**src/rtl/usb_tx_pkg.sv**
```systemverilog
// Shared types and constants for the USB TX line encoder.
// Macro TX_LOW_SPEED_EN selects low-speed J polarity (D+ 0 / D- 1); default is full-speed.
package usb_tx_pkg;

  typedef enum logic [2:0] {
    IDLE    = 3'd0,
    DATA    = 3'd1,
    STUFF   = 3'd2,
    EOP_SE0 = 3'd3,
    EOP_J   = 3'd4
  } tx_enc_state_t;

`ifdef TX_LOW_SPEED_EN
  localparam logic J_DP = 1'b0;
  localparam logic J_DM = 1'b1;
`else
  localparam logic J_DP = 1'b1;
  localparam logic J_DM = 1'b0;
`endif

  localparam logic SE0_DP = 1'b0;
  localparam logic SE0_DM = 1'b0;

  localparam int unsigned DEF_STUFF_LIMIT  = 6;
  localparam int unsigned DEF_EOP_SE0_BITS = 2;
  localparam int unsigned DEF_EOP_J_BITS   = 1;

endpackage

```
**src/rtl/usb_tx_bit_stuffer.sv**
```systemverilog
// Run-length counter of consecutive 1s; flags when accepting another 1 reaches the stuff limit.
module usb_tx_bit_stuffer
  import usb_tx_pkg::*;
#(
  parameter int unsigned STUFF_LIMIT = DEF_STUFF_LIMIT
) (
  input  logic clk,
  input  logic n_rst,
  input  logic one_accept,
  input  logic clear,
  output logic stuff_req
);

  localparam int unsigned CW = $clog2(STUFF_LIMIT + 1);
  localparam logic [CW:0] LIMIT = (CW + 1)'(STUFF_LIMIT);

  logic [CW-1:0] ones_cnt_q;
  logic [CW-1:0] ones_cnt_d;
  logic [CW:0]   ones_next;

  // stuff_req looks ahead: it is high when the 1 being accepted now completes the run.
  always_comb begin
    ones_next  = {1'b0, ones_cnt_q} + {{CW{1'b0}}, 1'b1};
    stuff_req  = (ones_next == LIMIT);
    ones_cnt_d = ones_cnt_q;
    if (clear) begin
      ones_cnt_d = '0;
    end else if (one_accept) begin
      ones_cnt_d = ones_next[CW-1:0];
    end
  end

  // NOTE: sequential state uses non-blocking assignments so every flop samples pre-edge values.
  always_ff @(posedge clk) begin
    if (!n_rst) begin
      ones_cnt_q <= '0;
    end else begin
      ones_cnt_q <= ones_cnt_d;
    end
  end

endmodule

```
**src/rtl/usb_tx_line_encoder.sv**
```systemverilog
// NRZI line encoder with bit stuffing and configurable EOP, driving registered D+/D-.
// Macro TX_LOW_SPEED_EN (see usb_tx_pkg) selects the J polarity.
module usb_tx_line_encoder
  import usb_tx_pkg::*;
#(
  parameter int unsigned STUFF_LIMIT  = DEF_STUFF_LIMIT,
  parameter int unsigned EOP_SE0_BITS = DEF_EOP_SE0_BITS,
  parameter int unsigned EOP_J_BITS   = DEF_EOP_J_BITS
) (
  input  logic clk,
  input  logic n_rst,
  input  logic shift_enable,
  input  logic bit_valid,
  input  logic serial_in,
  input  logic eop_req,
  input  logic reset_out,
  output logic ready,
  output logic Dplus_out,
  output logic Dminus_out,
  output logic tx_active,
  output logic packet_done
);

  localparam logic [2:0] SE0_LAST = 3'(EOP_SE0_BITS);
  localparam logic [2:0] J_LAST   = 3'(EOP_J_BITS);

  tx_enc_state_t state_q, state_d;
  logic [2:0]    eop_cnt_q, eop_cnt_d;
  logic          dplus_q, dplus_d;
  logic          dminus_q, dminus_d;
  logic          tx_active_q, tx_active_d;
  logic          packet_done_q, packet_done_d;

  logic          accept_bit;
  logic          one_accept;
  logic          cnt_clr;
  logic          stuff_req;

  usb_tx_bit_stuffer #(
    .STUFF_LIMIT (STUFF_LIMIT)
  ) u_stuffer (
    .clk        (clk),
    .n_rst      (n_rst),
    .one_accept (one_accept),
    .clear      (cnt_clr),
    .stuff_req  (stuff_req)
  );

  always_ff @(posedge clk) begin
    if (!n_rst) begin
      state_q       <= IDLE;
      eop_cnt_q     <= '0;
      dplus_q       <= J_DP;
      dminus_q      <= J_DM;
      tx_active_q   <= 1'b0;
      packet_done_q <= 1'b0;
    end else begin
      state_q       <= state_d;
      eop_cnt_q     <= eop_cnt_d;
      dplus_q       <= dplus_d;
      dminus_q      <= dminus_d;
      tx_active_q   <= tx_active_d;
      packet_done_q <= packet_done_d;
    end
  end

  // NOTE: every variable gets a default at the top of always_comb so no path infers a latch.
  always_comb begin
    state_d       = state_q;
    eop_cnt_d     = eop_cnt_q;
    dplus_d       = dplus_q;
    dminus_d      = dminus_q;
    tx_active_d   = tx_active_q;
    packet_done_d = 1'b0;
    accept_bit    = 1'b0;
    one_accept    = 1'b0;
    cnt_clr       = 1'b0;

    if (reset_out) begin
      state_d     = IDLE;
      eop_cnt_d   = '0;
      dplus_d     = J_DP;
      dminus_d    = J_DM;
      tx_active_d = 1'b0;
      cnt_clr     = 1'b1;
    end else if (shift_enable) begin
      unique case (state_q)
        IDLE: begin
          if (bit_valid && !eop_req) begin
            accept_bit  = 1'b1;
            tx_active_d = 1'b1;
          end
        end
        DATA: begin
          if (eop_req) begin
            dplus_d   = SE0_DP;
            dminus_d  = SE0_DM;
            eop_cnt_d = 3'd1;
            cnt_clr   = 1'b1;
            state_d   = EOP_SE0;
          end else if (bit_valid) begin
            accept_bit = 1'b1;
          end
        end
        STUFF: begin
          dplus_d  = ~dplus_q;
          dminus_d = ~dminus_q;
          cnt_clr  = 1'b1;
          state_d  = DATA;
        end
        EOP_SE0: begin
          if (eop_cnt_q == SE0_LAST) begin
            dplus_d   = J_DP;
            dminus_d  = J_DM;
            eop_cnt_d = 3'd1;
            state_d   = EOP_J;
          end else begin
            eop_cnt_d = eop_cnt_q + 3'd1;
          end
        end
        EOP_J: begin
          if (eop_cnt_q == J_LAST) begin
            eop_cnt_d     = '0;
            tx_active_d   = 1'b0;
            packet_done_d = 1'b1;
            state_d       = IDLE;
          end else begin
            eop_cnt_d = eop_cnt_q + 3'd1;
          end
        end
        default: state_d = IDLE;
      endcase

      // A 0 is a transition; a 1 holds the line and may complete a stuffing run.
      if (accept_bit) begin
        state_d = DATA;
        if (serial_in) begin
          one_accept = 1'b1;
          if (stuff_req) begin
            state_d = STUFF;
          end
        end else begin
          dplus_d  = ~dplus_q;
          dminus_d = ~dminus_q;
          cnt_clr  = 1'b1;
        end
      end
    end
  end

  always_comb begin
    ready = shift_enable & ((state_q == IDLE) | (state_q == DATA)) & ~reset_out;
  end

  assign Dplus_out   = dplus_q;
  assign Dminus_out  = dminus_q;
  assign tx_active   = tx_active_q;
  assign packet_done = packet_done_q;

endmodule

```
**config.mk**
```make
export PLATFORM = sky130hd
export DESIGN_NAME = usb_tx_line_encoder
export DESIGN_NICKNAME = d
export VERILOG_FILES = /design/src/rtl/usb_tx_pkg.sv /design/src/rtl/usb_tx_bit_stuffer.sv /design/src/rtl/usb_tx_line_encoder.sv
export SDC_FILE = /design/constraint.sdc
export NUM_CORES = 1
export LEC_CHECK = 0
export ABC_AREA = 1
export BUFFER_PORTS_ARGS = -buffer_cell sky130_fd_sc_hd__buf_2
export CAP_MARGIN = 5
export CORE_MARGIN = 10
export CORE_UTILIZATION = 44
export DETAILED_ROUTE_END_ITERATION = 16
export GPL_TIMING_DRIVEN = 0
export PLACE_DENSITY_LB_ADDON = 0.3
export SYNTH_ARGS = -nofsm -noshare
export SYNTH_HDL_FRONTEND = slang
export SYNTH_SLANG_ARGS = --single-unit
```
**constraint.sdc**
```tcl
create_clock -name clk -period 2.88 [get_ports clk]
set_clock_uncertainty 0.05 [all_clocks]
set_input_delay 0.432 -clock clk [delete_from_list [all_inputs] [get_ports clk]]
set_output_delay 0.432 -clock clk [all_outputs]
set_load 0.02 [all_outputs]
```
; Word level (Yosys, flattened, before mapping)
; Index checks and enable logic that the tools add are counted.
[totals]
ff_bits = 13
inputBits = 7
out_inout_bits = 5
[classes]
add_sub_neg = 2
n_eq_ne = 14
n_mux = 41
n_bitwise = 9
n_reduce_logical = 11
[op_table]
columns = operator, n
row1 = two-way mux 1 bit, 25
row2 = two-way mux 3 bit, 7
row3 = one-hot mux 3 bit (5 select lines), 1
row4 = "equality test 3 x 2 -> 1 bit, second input constant", 3
row5 = "!= test 3 bit, second input constant", 3
row6 = one-hot mux 3 bit (3 select lines), 1
row7 = "!= test 2 bit, second input constant", 4
row8 = "equality test 3 x 1 -> 1 bit, second input constant", 2
row9 = NOT 1 bit, 6
row10 = one-hot mux 1 bit (2 select lines), 3
row11 = one-hot mux 1 bit (3 select lines), 2
row12 = AND reduction 5 bit, 1
row13 = "adder 3 x 1 -> 4 bit, second input constant", 1
row14 = "equality test 4 x 3 -> 1 bit, second input constant", 1
row15 = two-way mux 2 bit, 2
row16 = AND reduction 4 bit, 1
row17 = OR reduction 2 bit, 2
row18 = OR reduction 4 bit, 1
row19 = "adder 3 x 1 -> 3 bit, second input constant", 1
row20 = "equality test 3 bit, second input constant", 1
row21 = zero test 3 bit, 1
row22 = AND reduction 3 bit, 1
row23 = nonzero test 3 bit, 1
row24 = AND 1 bit, 2
row25 = 4 further kinds, 4

; Longest topological paths before layout
[depth]
depth_word = 10
ltp_mapped = 10
mapped_depth_nobuf = 10

; Hierarchy
; A second synthesis with hierarchy kept.
[hier_totals]
hier_cells = 138
hier_area_um2 = 829.5
[by_module_without_submodules]
columns = module, instances, cells_each, area_each_um2, seq_area_each_um2
row1 = usb_tx_line_encoder, 1, 111, 646.9, 200.2
row2 = usb_tx_bit_stuffer, 1, 27, 182.7, 60.1

; Worst setup path before layout
; No wires, ideal clock.
[synth_timing]
path_type = input-to-output
from = input port shift_enable
to = output port ready
t_arrival_ps = 1167
required_ps = 2398
slack_ps = 1231
path_stages = 3
n_path_buf = 1
cell_sequence = clkbuf_8 -> inv_1 -> nor3_1
[synth_between]
elab_chain_len = 2
[synth_lines]
columns = element, line_no
row1 = start: declaration, usb_tx_line_encoder.sv:12  ; input logic shift_enable,
row2 = AND 1 bit (2 in a row), usb_tx_line_encoder.sv:152  ; ready = shift_enable & ((state_q == IDLE) | (state_q == DATA)) & ~reset_out;
row3 = end: declaration, usb_tx_line_encoder.sv:17  ; output logic ready,
; Every way passes these cells.

; Worst setup path after layout
[layout_timing]
from = register state_q[2]
to = output port ready
[layout_between]
elab_chain_len = 4
word_cells_on_any_way = 5
classes_between = eq/ne: 1 / bitwise: 3 / reduce/logical: 1
[layout_lines]
columns = element, line_no
row1 = start: declaration, usb_tx_line_encoder.sv:27  ; tx_enc_state_t state_q, state_d;
row2 = start signal: assignment, usb_tx_line_encoder.sv:58  ; state_q <= state_d;
row3 = equality test 3 x 1 -> 1 bit / zero test 3 bit (equally long branches), usb_tx_line_encoder.sv:152
row4 = bitwise OR 1 bit (*), usb_tx_line_encoder.sv:152
row5 = AND 1 bit (*) (2 in a row), usb_tx_line_encoder.sv:152
; Mark *: on every way between the ends. The rest lies on a longest branch, timed or not.

==> metrics.txt <==
Worst slew margin=0.675; # IOs=12; worst stage delay on the critical path=0.36 ns; Post-Syn Area=873 um2; gpl congestion=0.886; total clock sinks=13; min cycle time layout=1.67 ns; WP data required=2.40 ns; H-tree Lvls=1; final setup violation count=0; Finished Core Util=0.512; initial antenna violation count=0; Fmax=599 MHz; number of global-route vias before repair=788; Worst Min Path Start=shift_enable; synth unique cells=20; Slowest-stage cell, CP=dfxtp_1; vias=924; setup tns final=0 ns; Hold Path Class=input port to flip-flop; initial core utilization=0.454; Post-DP HPWL=1.60 mm; worst-path fanout max=5; Max Root-Sink Buffers=2; XOR/XNOR share of the synthesized area=0.0201; FILL cells=209; share of cells above drive strength 1=0.129; Mapped Nets=158; post-synthesis compound-gate area fraction=0.0989; RSZ-0062 raised after global routing=no; number of CTS-inserted buffers=3; Power Total=0.361 mW; sequential share of the synthesized area=0.298; Die W=64.6 um; Total Die Area=4170 um2; Adder-Cell Fraction of Synth Area=0.0287; n_diodes=0; met3 usage=0.0275; multi-input logic area=513 um2; first drt pass iteration count=4; clk root buf=clkbuf_4; syn_area_per_cell=5.86 um2; largest family of logic cells by synthesized area=simple AND/OR/NAND/NOR gates; Post-DP Area=957 um2; critical setup path kind=flip-flop to primary output; Mapped Cells=149; fin. max-slew vios=0; PwrDens=367 nW/um2; crit path cell chain=inv_1 -> nand2_1 -> nor3_1 -> buf_2; routed vias/inst=4.86; status=finished, final reports clean; Placed Cells=186; Core ar.=1920 um2; Worst-path clk slew=0.08 ns; arrival time at the worst endpoint=1.19 ns; final wirelength=1.91 mm; CP startpoint=state_q[2]$_SDFFE_PP0P_; Least-Margin Pin Slew=0.486 ns; met1 Track Usage GR=0.118; NumNets Final=173; Final Cell Area=985 um2; grt ovf=0; first-pass GRT wire length=3.20 mm; Synth Area in Simple Gates=0.440; synthesis-to-layout area growth=12.8%; # hold bufs at CTS=0; Leak=0.510 nW; gr busiest metal=met2; DRT antenna net count=0; Setup WS post-layout=1.21 ns; sequential cell area=260 um2; grt met2 use=0.137; most common cell after layout, fill and taps aside=nand2_1; Synth warnings=0; crit path capture type=primary output; fin cells=190; row count=16; VDD IR max=0.000298 V; Post-route DRC=0; mux contribution to synthesized area=0; CP delay by family, top=flip-flops; largest net degree at the start of global routing=11; # port buffers=10; wire per inst=10.1 um; post-CTS sizing=0; final hold vios=0; setup bufs post-CTS=0; startpoint types=flip-flop; worst slack, placed=1.31 ns; Die Y=64.6 um; highest-count cells in the layout ignoring fill and taps=nand2_1 (47), nor2_1 (25), inv_1 (21); TritonCTS clock tree=built; Seq cells post-synth=13; worst reg2reg startpoint=state_q[2]$_SDFFE_PP0P_; worst hold slack=0.377 ns; global-route usage over all layers=0.0913; Buf/Inv on CP=2; total of max-cap violations=0; clock latency on the worst-skew pair=0.27 ns; drt initial violations=40; Final period util=0.580
[worst paths after layout]
kind,endpoint,slack [ns],depth (start not counted)
hold / removal,Dplus_out$_SDFFE_PP1P_,0.38,3
hold reg to reg,tx_active$_SDFFE_PP0P_,0.41,1
setup / recovery,ready,1.21,4
setup reg to reg,Dplus_out$_SDFFE_PP1P_,1.48,9
[routing by layer]
| layer | wire (um) | vias to the layer above | part of all wire |
|---|---|---|---|
| li1 | - | 494 | - |
| met1 | 932 | 400 | 0.49 |
| met2 | 812 | 25 | 0.42 |
| met3 | 136 | 5 | 0.071 |
| met4 | 31 | 0 | 0.016 |
| met5 | 0 | - | 0 |
[report_power, final]
group / leakage, nW / internal (mW) / switching (mW)
clock: 0.0177 / 0.0514 / 0.0587
sequential: 0.105 / 0.183 / 0.00417
combinational: 0.387 / 0.0226 / 0.0415
total: 0.510 / 0.257 / 0.104
[cell families (layout without fill, tap and decap cells)]
| family | after synthesis | in the layout |
|---|---|---|
| AND/OR/NAND/NOR | 93 | 93 |
| buffers and inverters | 24 | 38 |
| AO/OA/AOI/OAI | 15 | 15 |
| flip-flops | 13 | 13 |
| adder cells (fa/ha/maj) | 2 | 2 |
| XOR/XNOR | 2 | 2 |
[area by class of cell]
class	count	area share
plain buffers	1	0.0140
repair buffers	10	0.0508
multi-input cells	112	0.521
clock inverters	1	0.00508
inverters	23	0.0877
well taps	27	0.0343
flip-flops and latches	13	0.264
clock buffers	3	0.0229
[worst register-to-register path: cells and delay by family, from the launching register on]
family,cells,cell delay [ns]
buffers and inverters,1,0.13
AND/OR/NAND/NOR,7,0.54
flip-flops,1,0.41
AO/OA/AOI/OAI,1,0.16
[sequential cells by signal, summed over array words and instances, names as in the netlist]
register	count
Dminus_out	1
Dplus_out	1
eop_cnt_q	3
packet_done	1
state_q	3
tx_active	1
u_stuffer.ones_cnt_q	3
[cell usage after synthesis, drive strengths merged]
cell | n | area (um2)
o21a | 1 | 7.51
nand4 | 1 | 6.26
a21oi | 7 | 38.8
o21bai | 1 | 7.51
nand3 | 14 | 75.1
clkbuf | 1 | 13.8
xnor2 | 1 | 8.76
xor2 | 1 | 8.76
nor2 | 27 | 106
dfxtp | 13 | 260
nand2 | 47 | 176
ha | 2 | 25.0
a22oi | 1 | 7.51
nor3 | 4 | 20.0
inv | 23 | 86.3
o21ai | 5 | 25.0
Power figures use the tool's default switching activity.
